--- src/rtl/rb_fifo_gen_if.sv ---
// Producer/consumer-facing bundle of the rb_fifo_gen ring-buffer FIFO.
// master drives requests and data; slave is the FIFO itself.
interface rb_fifo_gen_if #(
  parameter int unsigned WIDTH      = 4,
  parameter int unsigned DEPTH_LOG2 = 4
);
  logic [WIDTH-1:0]    dataIn;
  logic                push;
  logic                pop;
  logic                clr_err;
  logic [WIDTH-1:0]    dataOut;
  logic                full;
  logic                empty;
  logic                almost_full;
  logic                almost_empty;
  logic [DEPTH_LOG2:0] count;
  logic                overflow;
  logic                underflow;

  modport master (
    output dataIn, push, pop, clr_err,
    input  dataOut, full, empty, almost_full, almost_empty, count, overflow, underflow
  );

  modport slave (
    input  dataIn, push, pop, clr_err,
    output dataOut, full, empty, almost_full, almost_empty, count, overflow, underflow
  );
endinterface

--- src/rtl/rb_fifo_gen.sv ---
// Parametrised single-clock ring-buffer FIFO with occupancy count, watermark flags,
// sticky overflow/underflow and a registered head-of-queue output.
module rb_fifo_gen #(
  parameter int unsigned WIDTH      = 4,
  parameter int unsigned DEPTH_LOG2 = 4,
  parameter int unsigned AF_LEVEL   = (2 ** DEPTH_LOG2) - 2,
  parameter int unsigned AE_LEVEL   = 2
) (
  input logic          clock,
  input logic          rst,
  rb_fifo_gen_if.slave fifo_if
);
  localparam int unsigned DEPTH = 2 ** DEPTH_LOG2;
  localparam int unsigned CW    = DEPTH_LOG2 + 1;

  localparam logic [CW-1:0]         DepthCnt = CW'(DEPTH);
  localparam logic [CW-1:0]         AfCnt    = CW'(AF_LEVEL);
  localparam logic [CW-1:0]         AeCnt    = CW'(AE_LEVEL);
  localparam logic [DEPTH_LOG2-1:0] PtrOne   = DEPTH_LOG2'(1);

  if (WIDTH < 1 || DEPTH_LOG2 < 1) begin : gen_bad_size
    $error("rb_fifo_gen: WIDTH and DEPTH_LOG2 must be at least 1");
  end
  if (!(AE_LEVEL >= 1 && AE_LEVEL < AF_LEVEL && AF_LEVEL <= DEPTH)) begin : gen_bad_levels
    $error("rb_fifo_gen: require 1 <= AE_LEVEL < AF_LEVEL <= DEPTH");
  end

  logic [WIDTH-1:0]      mem_q [DEPTH];
  logic [DEPTH_LOG2-1:0] head_q, head_d;
  logic [DEPTH_LOG2-1:0] tail_q, tail_d;
  logic [CW-1:0]         count_q, count_d;
  logic [WIDTH-1:0]      dout_q, dout_d;
  logic                  overflow_q, overflow_d;
  logic                  underflow_q, underflow_d;
  logic                  full, empty;
  logic                  push_ok, pop_ok;

  assign full  = (count_q == DepthCnt);
  assign empty = (count_q == '0);

  always_comb begin
    pop_ok      = fifo_if.pop & ~empty;
    // A push on full only fits if the same cycle frees the head slot.
    push_ok     = fifo_if.push & (~full | fifo_if.pop);
    head_d      = pop_ok  ? head_q + PtrOne : head_q;
    tail_d      = push_ok ? tail_q + PtrOne : tail_q;
    count_d     = count_q + CW'(push_ok) - CW'(pop_ok);

    dout_d = dout_q;
    if (count_d != '0) begin
      // Bypass: the slot that becomes head is being written this very edge.
      if (push_ok && (tail_q == head_d)) begin
        dout_d = fifo_if.dataIn;
      end else begin
        dout_d = mem_q[head_d];
      end
    end

    overflow_d  = fifo_if.clr_err ? 1'b0 : overflow_q;
    underflow_d = fifo_if.clr_err ? 1'b0 : underflow_q;
    if (fifo_if.push && !push_ok) overflow_d  = 1'b1;
    if (fifo_if.pop  && !pop_ok)  underflow_d = 1'b1;
  end

  always_ff @(posedge clock or posedge rst) begin
    if (rst) begin
      head_q      <= '0;
      tail_q      <= '0;
      count_q     <= '0;
      dout_q      <= '0;
      overflow_q  <= 1'b0;
      underflow_q <= 1'b0;
    end else begin
      head_q      <= head_d;
      tail_q      <= tail_d;
      count_q     <= count_d;
      dout_q      <= dout_d;
      overflow_q  <= overflow_d;
      underflow_q <= underflow_d;
    end
  end

  // Storage is deliberately left out of reset.
  always_ff @(posedge clock) begin
    if (push_ok) begin
      mem_q[tail_q] <= fifo_if.dataIn;
    end
  end

  assign fifo_if.dataOut      = dout_q;
  assign fifo_if.full         = full;
  assign fifo_if.empty        = empty;
  assign fifo_if.almost_full  = (count_q >= AfCnt);
  assign fifo_if.almost_empty = (count_q <= AeCnt);
  assign fifo_if.count        = count_q;
  assign fifo_if.overflow     = overflow_q;
  assign fifo_if.underflow    = underflow_q;
endmodule

--- src/flat_wrapper.sv ---
// flat-port wrapper written by rule: the top's interface ports become plain ports
module rb_fifo_gen_flat 
#(
  parameter int unsigned WIDTH      = 4,
  parameter int unsigned DEPTH_LOG2 = 4,
  parameter int unsigned AF_LEVEL   = (2 ** DEPTH_LOG2) - 2,
  parameter int unsigned AE_LEVEL   = 2
)
  (clock, rst, fifo_if_dataIn, fifo_if_push, fifo_if_pop, fifo_if_clr_err, fifo_if_dataOut, fifo_if_full, fifo_if_empty, fifo_if_almost_full, fifo_if_almost_empty, fifo_if_count, fifo_if_overflow, fifo_if_underflow);
  rb_fifo_gen_if #(.WIDTH(WIDTH), .DEPTH_LOG2(DEPTH_LOG2)) fifo_if_i ();
  input logic clock;
  input logic rst;
  input wire logic [$bits(fifo_if_i.dataIn)-1:0] fifo_if_dataIn;
  input wire logic [$bits(fifo_if_i.push)-1:0] fifo_if_push;
  input wire logic [$bits(fifo_if_i.pop)-1:0] fifo_if_pop;
  input wire logic [$bits(fifo_if_i.clr_err)-1:0] fifo_if_clr_err;
  output wire logic [$bits(fifo_if_i.dataOut)-1:0] fifo_if_dataOut;
  output wire logic [$bits(fifo_if_i.full)-1:0] fifo_if_full;
  output wire logic [$bits(fifo_if_i.empty)-1:0] fifo_if_empty;
  output wire logic [$bits(fifo_if_i.almost_full)-1:0] fifo_if_almost_full;
  output wire logic [$bits(fifo_if_i.almost_empty)-1:0] fifo_if_almost_empty;
  output wire logic [$bits(fifo_if_i.count)-1:0] fifo_if_count;
  output wire logic [$bits(fifo_if_i.overflow)-1:0] fifo_if_overflow;
  output wire logic [$bits(fifo_if_i.underflow)-1:0] fifo_if_underflow;
  assign fifo_if_i.dataIn = fifo_if_dataIn;
  assign fifo_if_i.push = fifo_if_push;
  assign fifo_if_i.pop = fifo_if_pop;
  assign fifo_if_i.clr_err = fifo_if_clr_err;
  assign fifo_if_dataOut = fifo_if_i.dataOut;
  assign fifo_if_full = fifo_if_i.full;
  assign fifo_if_empty = fifo_if_i.empty;
  assign fifo_if_almost_full = fifo_if_i.almost_full;
  assign fifo_if_almost_empty = fifo_if_i.almost_empty;
  assign fifo_if_count = fifo_if_i.count;
  assign fifo_if_overflow = fifo_if_i.overflow;
  assign fifo_if_underflow = fifo_if_i.underflow;
  rb_fifo_gen #(.WIDTH(WIDTH), .DEPTH_LOG2(DEPTH_LOG2), .AF_LEVEL(AF_LEVEL), .AE_LEVEL(AE_LEVEL)) u_core (.clock(clock), .rst(rst), .fifo_if(fifo_if_i));
endmodule
--- config.mk ---
export PLATFORM = sky130hd
export DESIGN_NAME = rb_fifo_gen_flat
export DESIGN_NICKNAME = d
export VERILOG_FILES = /design/src/rtl/rb_fifo_gen_if.sv /design/src/rtl/rb_fifo_gen.sv /design/src/flat_wrapper.sv
export SDC_FILE = /design/constraint.sdc
export NUM_CORES = 1
export LEC_CHECK = 0
export CAP_MARGIN = 20
export CORE_MARGIN = 3
export CORE_UTILIZATION = 60
export CTS_BUF_LIST = sky130_fd_sc_hd__clkbuf_4 sky130_fd_sc_hd__clkbuf_8
export DETAILED_ROUTE_END_ITERATION = 10
export DONT_BUFFER_PORTS = 1
export PLACE_DENSITY_LB_ADDON = 0.08
export SYNTH_ARGS = -nofsm -noshare
export SYNTH_HDL_FRONTEND = slang
export SYNTH_SLANG_ARGS = --single-unit
--- constraint.sdc ---
create_clock -name clock -period 3.5 [get_ports clock]
set_input_delay 0.7 -clock clock [delete_from_list [all_inputs] [get_ports clock]]
set_output_delay 0.7 -clock clock [all_outputs]
set_load 0.03 [all_outputs]
; Word level (Yosys, flattened, before mapping)
; Memories as Yosys holds them, arrays and structs flattened. A register that Yosys moved wholly into a read port is not among the register bits.
; Index checks and enable logic that the tools add are counted.
[word_totals]
memories = 1
output_inout_bits = 15
inputBits = 9
mem_bits_rw = 64
wordCells = 32
ff_bits = 15
[op_classes]
n_eq_ne = 1
n_lt_le_gt_ge = 2
n_mux = 6
n_addsub = 4
bitwise_logic = 5
reduce_logical = 8
[mem_list]
columns = memory, depth, word_bits, rd, rd_clocked_by_memory_dff, write_ports, line
row1 = u_core.mem_q, 16, 4, 1, 1, 1, rb_fifo_gen.sv:28  ; logic [WIDTH-1:0] mem_q [DEPTH];
[ops]
columns = op, n
row1 = "adder 4 x 1 -> 4 bit, second input constant", 2
row2 = adder 5 x 1 -> 5 bit, 1
row3 = "== test 5 bit, second input constant", 1
row4 = ">= comparator 5 x 4 -> 1 bit, second input constant", 1
row5 = "less-or-equal comparator 5 x 2 -> 1 bit, second input constant", 1
row6 = logical NOT 5 bit, 1
row7 = two-way mux 1 bit, 5
row8 = nonzero test 5 bit, 1
row9 = subtractor 5 x 1 -> 5 bit, 1
row10 = two-way mux 4 bit, 1
row11 = nonzero test 2 bit, 2
row12 = bitwise AND 1 bit, 2
row13 = logical AND 1 bit, 2
row14 = logical NOT 1 bit, 2
row15 = NOT 1 bit, 2
row16 = OR 1 bit, 1

; Depth between registers and ports, before layout
; Gate-level depths: netlist (run 1).
[logic_depth]
depth_word = 7
ltp_mapped = 18

; Least setup slack after synthesis (run 1)
; Ideal clock, no wire load.
[synth_timing]
path_type = reg2reg
start = register u_core.count_q[2] (netlist: u_core.fifo_if.count[2])
end = register u_core.dout_q[1] (netlist: u_core.fifo_if.dataOut[1]), read port of u_core.mem_q
arrival_ps = 3966
path_slack_ps = -531
synth_period_minus_slack_ps = 4031
path_buffers = 2
setup_ps = 65
stages_incl_launch_ff = 18
cell_sequence = dfrtp_1 -> inv_1 -> ha_1 -> or4b_1 -> buf_6 -> nand2_4 -> buf_12 -> inv_6 -> ha_1 -> inv_1 -> ha_1 -> fa_1 -> xnor2_1 -> or3_1 -> nor4b_1 -> and2_1 -> a31o_2 -> a31o_1
[synth_via]
elab_chain_cells = 7
word_cells_on_any_way = 11
[synth_lines]
columns = element, line
row1 = start: declaration, rb_fifo_gen.sv:31  ; logic [CW-1:0] count_q, count_d;
row2 = start signal: assignment, rb_fifo_gen.sv:76  ; count_q <= count_d;
row3 = == test 5 bit, rb_fifo_gen.sv:38  ; assign full = (count_q == DepthCnt);
row4 = NOT 1 bit, rb_fifo_gen.sv:44  ; push_ok = fifo_if.push & (~full | fifo_if.pop);
row5 = OR 1 bit, rb_fifo_gen.sv:44
row6 = bitwise AND 1 bit, rb_fifo_gen.sv:44
row7 = adder 5 x 1 -> 5 bit, rb_fifo_gen.sv:47  ; count_d = count_q + CW'(push_ok) - CW'(pop_ok);
row8 = subtractor 5 x 1 -> 5 bit (*), rb_fifo_gen.sv:47
row9 = named net u_core.count_d[2], rb_fifo_gen.sv:31
row10 = nonzero test 5 bit (*), rb_fifo_gen.sv:50  ; if (count_d != '0) begin
row11 = end: declaration, rb_fifo_gen.sv:32  ; logic [WIDTH-1:0] dout_q, dout_d;
; Mark *: on every way through the listed nets, which the timed path passes. The rest lies on a longest branch.
; A chain may end at the register's enable or synchronous reset.

; Worst setup path after layout (run 1)
[layout_timing]
start = register u_core.count_q[3] (netlist: u_core.fifo_if.count[3])
end = register u_core.dout_q[2] (netlist: u_core.fifo_if.dataOut[2]), read port of u_core.mem_q
; The elaborated chain is that of the path after synthesis.

==> qor.txt, run 1 <==
WORST SETUP PATH
------------------------------------------------------------------------------------------------------
CP Class ................................................................................      reg2reg
List of cells traversed by the critical path ............................................ inv_4 -> ha_4 -> or4b_4 -> nand2_4 -> inv_8 -> ha_4 -> inv_1 -> ha_2 -> fa_2 -> xnor2_2 -> or3_4 -> or3_4 -> a31o_2 -> a31o_1
Crit-path max cell delay ................................................................       480 ps
Maximum net fanout on the critical path .................................................            3
Category of the worst setup path capture point ..........................................    flip-flop
Worst endpoint required time ............................................................      3750 ps
Cell type of the slowest stage on the worst timing path .................................       or4b_4
RR Startpoint ........................................................................... u_core.fifo_if.count[3]$_DFF_PP0_
Launching element type of the critical path .............................................    flip-flop
Signal arrival time at the worst endpoint ...............................................      3700 ps
Critical path launch point .............................................................. u_core.fifo_if.count[3]$_DFF_PP0_

STA
------------------------------------------------------------------------------------------------------
Achievable frequency ....................................................................    290.0 MHz
Setup skew after layout .................................................................     9.332 ps
Slew @ Worst Pin ........................................................................     739.8 ps
RSZ-0062 raised after global routing ....................................................          yes
Final hold violation count ..............................................................            0
Hold slack final ........................................................................     348.2 ps
Final period util .......................................................................       98.52%
Summed negative setup slack over all endpoints ..........................................         0 ps
Shortest period the worst path allows ...................................................      3448 ps
Final count of pins violating max slew ..................................................            0
Max_slew headroom .......................................................................       50.62%
Final setup violation count .............................................................            0

PLACE
------------------------------------------------------------------------------------------------------
HPWL after DPL ..........................................................................      6840 um
Buffers added on ports ..................................................................            0
Total cell area at the placement stage .................................................. 0.004661 sq mm
Final weighted congestion in routability-driven placement ...............................       0.8694
Placed Instances ........................................................................          452

DRT
------------------------------------------------------------------------------------------------------
Total number of vias ....................................................................         3115
First-pass iteration count of the detailed router .......................................            4
DRC viols ...............................................................................            0
DR iter-0 viols .........................................................................          232
Number of nets with antenna violations after detailed routing ...........................            0
Overall routed net length ...............................................................     10150 um
DR vias/cell ............................................................................        6.600
DR WL/cell ..............................................................................     21.50 um

DIE
------------------------------------------------------------------------------------------------------
Overall die area ........................................................................ 0.008590 sq mm
Width of the die ........................................................................     92.68 um
Placeable core area ..................................................................... 0.007019 sq mm
I/O pin cnt .............................................................................           24
Initial cell density of the core ........................................................       64.22%
Site Rows ...............................................................................           30
Die Span Y ..............................................................................     92.68 um

FINAL LAYOUT
------------------------------------------------------------------------------------------------------
Count of antenna diodes in the layout ...................................................            0
Non-filler instance count after layout ..................................................          472
Fraction of layout cells with a size suffix above 1 .....................................       19.95%
Finished Cell Area ...................................................................... 0.004927 sq mm
Core occupancy in the finished layout ...................................................       70.20%
Most common cell after layout, fill and taps aside ......................................     edfxtp_1
Commonest cells after routing, fill and taps aside ...................................... edfxtp_1, nor2_1, nand2_1
Syn-to-layout area delta ................................................................       9.298%
Net count of the finished layout ........................................................          396

HOLD PATH
------------------------------------------------------------------------------------------------------
Class of the tightest hold or removal check .............................................     in2async

SYNTHESIS
------------------------------------------------------------------------------------------------------
Post-synthesis cell area ................................................................ 0.004508 sq mm
Number of distinct library cells after synthesis ........................................           60
Synthesis Warnings ......................................................................            0
Post-synthesis sequential area ratio ....................................................       53.18%
Total nets after synthesis ..............................................................          390
Average cell area after synthesis .......................................................  12.35 sq um
Number of register bits inferred by synthesis ...........................................           83
Async SR Flop Fraction ..................................................................       22.89%
Number of enable flip-flop cells after synthesis ........................................           64
Post-Synthesis Cells ....................................................................          365
Top_reg_cell synth ......................................................................     edfxtp_1

PWR
------------------------------------------------------------------------------------------------------
Portion of total power attributed to the clock network ..................................        16.5%
Max IR drop VDD .........................................................................     424.4 uV
Combinational group share of total power ................................................        51.5%
Sequential fraction of design power .....................................................        32.0%
Int Pwr .................................................................................     2.695 mW
Total power density per cell area ....................................................... 948.8 mW/mm^2
Proportion of total power due to net switching ..........................................       42.35%
Static leakage ..........................................................................     1.794 nW
Power spent charging and discharging nets ...............................................     1.980 mW

CLOCK NETWORK
------------------------------------------------------------------------------------------------------
H-tree depth ............................................................................            3
CTS Buf Count ...........................................................................            9
Buffers from clock root to sink, at most ................................................            2
Clock latency of the later-clocked register in the worst-skew pair ......................       360 ps
Num Clock Sinks .........................................................................           83
Number of hold-repair buffers added at the cts stage ....................................            0
Root Buffer Master ......................................................................     clkbuf_8
Clock transition at the register clock pins on the worst setup and hold paths after CTS .        90 ps
TritonCTS clock tree ....................................................................        built

GLOBAL ROUTING
------------------------------------------------------------------------------------------------------
Global route total overflow .............................................................            0
Initial antenna violation count .........................................................            0
Global-route wire length before repair ..................................................     16090 um
Global-route usage over all layers ......................................................       24.85%
Number of global-route vias before repair ...............................................         3017
Maximum number of pins on one net before global-route repair ............................           58

STATUS
------------------------------------------------------------------------------------------------------
Status .................................................................................. finished clean

JOB
------------------------------------------------------------------------------------------------------
Max-cap violations ......................................................................            0

critical path: cells and delay by family (launching register included):
kind	cells	cell delay [ps]
AOI/OAI and AO/OA	2	390
DFF	1	430
xor gates and xnor gates	1	150
adders and majority gates	4	900
and+or+nand+nor	4	1300
buffers and inverters	3	140
flip-flops by register name (all words and copies together), names as in the netlist:
name                      flops
u_core.fifo_if.count          5
u_core.fifo_if.underflow      1
u_core.tail_q                 4
u_core.fifo_if.overflow       1
u_core.fifo_if.dataOut        4
u_core.mem_q                 64
u_core.head_q                 4
stage by stage:
stage	setup slack, ps	power [mW]
after global routing	-44.91	4.942
after floorplan	-176.0	3.318
after CTS	25.26	4.587
final	51.77	4.675
after detailed placement	8.071	3.812
after global placement	76.89	3.744
kinds of logic (layout without fill, tap and decap cells):
kind of cell,count (synthesis),after routing,synth area share (%)
adder cells (fa/ha/maj),16,16,4.607
multiplexers,33,33,9.936
XOR/XNOR,12,12,2.748
buffers and inverters,43,54,4.940
flip-flops,83,83,53.18
AND/OR/NAND/NOR,99,99,12.07
AO/OA/AOI/OAI,79,79,12.52
metal layers:
| metal | up-vias | global-route usage, % | share of wire (%) |
|---|---|---|---|
| li1 | 1416 | - | - |
| met1 | 1562 | 33.35 | 43 |
| met2 | 125 | 41.33 | 49 |
| met3 | 12 | 4.224 | 6.9 |
| met4 | 0 | 8.425 | 1.3 |
| met5 | - | 0 | 0 |
synthesized netlist by cell type (all sizes together), types with 10 or more instances:
master / instances / area, sq um
ha: 15 / 187.7
inv: 20 / 85.08
nor3: 13 / 76.33
nor2: 25 / 101.4
o21ai: 10 / 50.05
o22ai: 11 / 75.07
buf: 16 / 111.4
nand2: 25 / 117.6
mux2i: 20 / 200.2
a21oi: 15 / 75.07
dfrtp: 19 / 475.5
edfxtp: 64 / 1922
worst paths after layout:
check | end | slack, ps | cells past startpoint
worst max register to register | u_core.fifo_if.dataOut[2]$_DFFE_PP0P_ | 50 | 14
worst min register to register | u_core.tail_q[3]$_DFFE_PP0P_ | 660 | 2
max in group asynchronous | u_core.fifo_if.count[3]$_DFF_PP0_ | 2640 | 1
worst min-delay path | u_core.fifo_if.underflow$_DFFE_PP0P_ | 350 | 1
worst max-delay path | u_core.fifo_if.dataOut[2]$_DFFE_PP0P_ | 50 | 14
min in group clock | u_core.mem_q[2][2]$_DFFE_PP_ | 430 | 0
repair_timing:
item	CTS	global route
pin swaps	0	6
resized for setup	1	3
endpoints found under the setup margin	1	2
setup buffers	0	4
gates cloned	0	0
layout make-up:
cell class / count / area, sq um
repair buffers: 18 / 135.1
flip-flops and latches: 83 / 2401
multi-input cells: 239 / 1958
fillers: 500 / 2092
inverters: 20 / 90.09
clock inverters: 7 / 98.84
clock buffers: 9 / 123.9
well taps: 96 / 120.1
power by group through the flow:
stage          sequential (mW)  combinational [mW]  clock [mW]
2_1_floorplan             1.49                1.83           0
3_3_place_gp              1.50                2.24           0
3_5_place_dp              1.51                2.30           0
4_1_cts                   1.49                2.32       0.781
5_1_grt                   1.52                2.60       0.819
6_report                  1.50                2.41       0.772
(Power assumes the default switching activity.)
==> run 2: changes to the inputs <==
--- a/config.mk
+++ b/config.mk
@@ -12,6 +12,7 @@
 export DETAILED_ROUTE_END_ITERATION = 10
 export DONT_BUFFER_PORTS = 1
 export PLACE_DENSITY_LB_ADDON = 0.08
+export SLEW_MARGIN = 25
 export SYNTH_ARGS = -nofsm -noshare
 export SYNTH_HDL_FRONTEND = slang
 export SYNTH_SLANG_ARGS = --single-unit
==> results of run 2 <==
No change in the layout: final DEF, timing and power equal those of run 1.
==> run 3: changes to the inputs <==
--- a/config.mk
+++ b/config.mk
@@ -5,13 +5,14 @@
 export SDC_FILE = /design/constraint.sdc
 export NUM_CORES = 1
 export LEC_CHECK = 0
+export ABC_AREA = 0
 export CAP_MARGIN = 20
 export CORE_MARGIN = 3
 export CORE_UTILIZATION = 60
 export CTS_BUF_LIST = sky130_fd_sc_hd__clkbuf_4 sky130_fd_sc_hd__clkbuf_8
 export DETAILED_ROUTE_END_ITERATION = 10
 export DONT_BUFFER_PORTS = 1
-export PLACE_DENSITY_LB_ADDON = 0.08
+export PLACE_DENSITY = 0.79
 export SLEW_MARGIN = 25
 export SYNTH_ARGS = -nofsm -noshare
 export SYNTH_HDL_FRONTEND = slang
==> qor.txt, run 3 (same netlist as run 1, synthesis figures left out) <==
STATUS
------------------------------------------------------------------------------------------------------
Status .................................................................................. finished with violations   was finished clean
Violations in the final reports ......................................................... negative setup slack

PWR
------------------------------------------------------------------------------------------------------
Int Pwr .................................................................................     2.644 mW   was 2.695 mW
Sequential fraction of design power .....................................................        32.3%   was 32.0%
Static leakage ..........................................................................     1.791 nW   was 1.794 nW
Combinational group share of total power ................................................        53.7%   was 51.5%
Total power density per cell area ....................................................... 938.8 mW/mm^2   was 948.8 mW/mm^2
Portion of total power attributed to the clock network ..................................        14.0%   was 16.5%
Max IR drop VDD .........................................................................     503.9 uV   was 424.4 uV
Power spent charging and discharging nets ...............................................     1.971 mW   was 1.980 mW
Proportion of total power due to net switching ..........................................       42.70%   was 42.35%
Overall Power ...........................................................................     4.615 mW   was 4.675 mW

FINAL LAYOUT
------------------------------------------------------------------------------------------------------
Max FFs per register ....................................................................           64   unchanged
Register area ........................................................................... 0.002401 sq mm   unchanged
Fraction of layout cells with a size suffix above 1 .....................................       20.21%   was 19.95%
Fill count ..............................................................................          479   was 500
Largest register by flop count .......................................................... u_core.mem_q   unchanged
Non-filler instance count after layout ..................................................          472   unchanged
Net count of the finished layout ........................................................          397   was 396
Finished Cell Area ...................................................................... 0.004916 sq mm   was 0.004927 sq mm
Syn-to-layout area delta ................................................................       9.048%   was 9.298%
Total area of multi-input combinational cells ........................................... 0.001981 sq mm   was 0.001958 sq mm
Commonest cells after routing, fill and taps aside ...................................... edfxtp_1, nor2_1, nand2_1   unchanged
Count of antenna diodes in the layout ...................................................            0   unchanged
Core occupancy in the finished layout ...................................................       70.04%   was 70.20%
Most common cell after layout, fill and taps aside ......................................     edfxtp_1   unchanged

CLOCK NETWORK
------------------------------------------------------------------------------------------------------
Clock transition at the register clock pins on the worst setup and hold paths after CTS .        80 ps   was 90 ps
Buffers from clock root to sink, at most ................................................            2   unchanged
Num Clock Sinks .........................................................................           83   unchanged
H-tree depth ............................................................................            3   unchanged
CTS Buf Count ...........................................................................            9   unchanged
Root Buffer Master ......................................................................     clkbuf_8   unchanged
TritonCTS clock tree ....................................................................        built   unchanged
Clock latency of the later-clocked register in the worst-skew pair ......................       350 ps   was 360 ps

STA
------------------------------------------------------------------------------------------------------
Shortest period the worst path allows ...................................................      3501 ps   was 3448 ps
Max_slew headroom .......................................................................       49.32%   was 50.62%
Final hold violation count ..............................................................            0   unchanged
Slew @ Worst Pin ........................................................................     754.4 ps   was 739.8 ps
Achievable frequency ....................................................................    285.6 MHz   was 290.0 MHz
Final setup violation count .............................................................            1   was 0
Setup slack of the critical path after layout ...........................................   -0.9845 ps   was 51.77 ps
Final count of pins violating max slew ..................................................            0   unchanged
Setup skew after layout .................................................................     6.409 ps   was 9.332 ps
RSZ-0062 raised after global routing ....................................................          yes   unchanged
Summed negative setup slack over all endpoints ..........................................   -0.9845 ps   was 0 ps
Final period util .......................................................................       100.0%   was 98.52%

DIE
------------------------------------------------------------------------------------------------------
Overall die area ........................................................................ 0.008590 sq mm   unchanged
Die Span Y ..............................................................................     92.68 um   unchanged
Placeable core area ..................................................................... 0.007019 sq mm   unchanged
Site Rows ...............................................................................           30   unchanged
Initial cell density of the core ........................................................       64.22%   unchanged
Width of the die ........................................................................     92.68 um   unchanged
I/O pin cnt .............................................................................           24   unchanged

DRT
------------------------------------------------------------------------------------------------------
First-pass iteration count of the detailed router .......................................            5   was 4
DR vias/cell ............................................................................        6.680   was 6.600
DR iter-0 viols .........................................................................          371   was 232
Overall routed net length ...............................................................      9955 um   was 10150 um
Total number of vias ....................................................................         3153   was 3115
DRC viols ...............................................................................            0   unchanged
DR WL/cell ..............................................................................     21.09 um   was 21.50 um
Number of nets with antenna violations after detailed routing ...........................            0   unchanged

WORST SETUP PATH
------------------------------------------------------------------------------------------------------
Maximum net fanout on the critical path .................................................            4   was 3
FF-to-FF path depth .....................................................................           16   was 14
Worst endpoint required time ............................................................      3740 ps   was 3750 ps
Category of the worst setup path capture point ..........................................    flip-flop   unchanged
CP Class ................................................................................      reg2reg   unchanged
Signal arrival time at the worst endpoint ...............................................      3740 ps   was 3700 ps
Launching element type of the critical path .............................................    flip-flop   unchanged

PLACE
------------------------------------------------------------------------------------------------------
Total cell area at the placement stage .................................................. 0.004661 sq mm   unchanged
HPWL after DPL ..........................................................................      6838 um   was 6840 um
Final weighted congestion in routability-driven placement ...............................       0.8639   was 0.8694
Placed Instances ........................................................................          452   unchanged
Buffers added on ports ..................................................................            0   unchanged

HOLD PATH
------------------------------------------------------------------------------------------------------
Class of the tightest hold or removal check .............................................     in2async   unchanged

GLOBAL ROUTING
------------------------------------------------------------------------------------------------------
Global-route wire length before repair ..................................................     16100 um   was 16090 um
Maximum number of pins on one net before global-route repair ............................           58   unchanged
Global-route usage over all layers ......................................................       24.67%   was 24.85%
Initial antenna violation count .........................................................            0   unchanged
Number of global-route vias before repair ...............................................         3100   was 3017
Global route total overflow .............................................................            0   unchanged

JOB
------------------------------------------------------------------------------------------------------
Max-cap violations ......................................................................            0   unchanged

[run 3: what timing repair did]
action	in CTS	in global routing
endpoints found under the setup margin	2	2
cloned	0	0
setup buffers	0	5
hold buffers	0	0
pin swaps	0	4
resized for setup	1	7
[run 3: path summary, 6_finish.rpt]
kind / start / endpoint / slack, ps
hold reg to reg: u_core.tail_q[0]$_DFFE_PP0P_ / u_core.tail_q[3]$_DFFE_PP0P_ / 650
hold / removal: rst / u_core.tail_q[0]$_DFFE_PP0P_ / 370
setup reg to reg: u_core.fifo_if.count[3]$_DFF_PP0_ / u_core.fifo_if.dataOut[1]$_DFFE_PP0P_ / -1
max in group asynchronous: rst / u_core.fifo_if.count[3]$_DFF_PP0_ / 2610
setup / recovery: u_core.fifo_if.count[3]$_DFF_PP0_ / u_core.fifo_if.dataOut[1]$_DFFE_PP0P_ / -1
min in group clock: fifo_if_dataIn[3] / u_core.mem_q[12][3]$_DFFE_PP_ / 440
[run 3: through the flow]
step | hold slack (ps) | setup slack (ps)
final | 367.7 | -0.9845
after global routing | 415.3 | -124.1
after CTS | 390.4 | 2.384
after detailed placement | 647.0 | -71.90
after global placement | 641.2 | 81.74
after floorplan | 600.4 | -176.0
[run 3: layer usage]
metal  track usage [%]  vias up  wire, um
li1                  -     1411         -
met1             32.66     1587      4194
met2             40.18      129      4796
met3             4.305       26       716
met4             10.87        0       247
met5                 0        -         0
[run 3: area by class of cell]
cell class	instances	area share (%)
clock buffer	9	2.520
clock inverter	6	1.171
inverter	20	1.833
multi-input combinational	239	40.29
sequential	83	48.84
tap	96	2.443
timing repair buffer	19	2.902
[run 3: worst max-delay path, stage by stage, from the launching register on]
cell	delay, ps
dfrtp_2	430
inv_4	80
ha_4	120
or4b_4	470
nand2_4	110
inv_8	30
ha_4	250
inv_2	40
ha_4	160
fa_2	390
nand2b_1	100
a21oi_2	80
o21ai_2	190
nand2_1	110
or3_4	430
a31o_4	250
a31o_1	180
[run 3: power by group through the flow]
stage / Combinational, mW / Clock, mW / Sequential, mW
global route: 2.67 / 0.706 / 1.52
CTS: 2.30 / 0.655 / 1.48
finish: 2.48 / 0.647 / 1.49
global placement: 2.23 / 0 / 1.50
detailed placement: 2.29 / 0 / 1.51
floorplan: 1.83 / 0 / 1.49
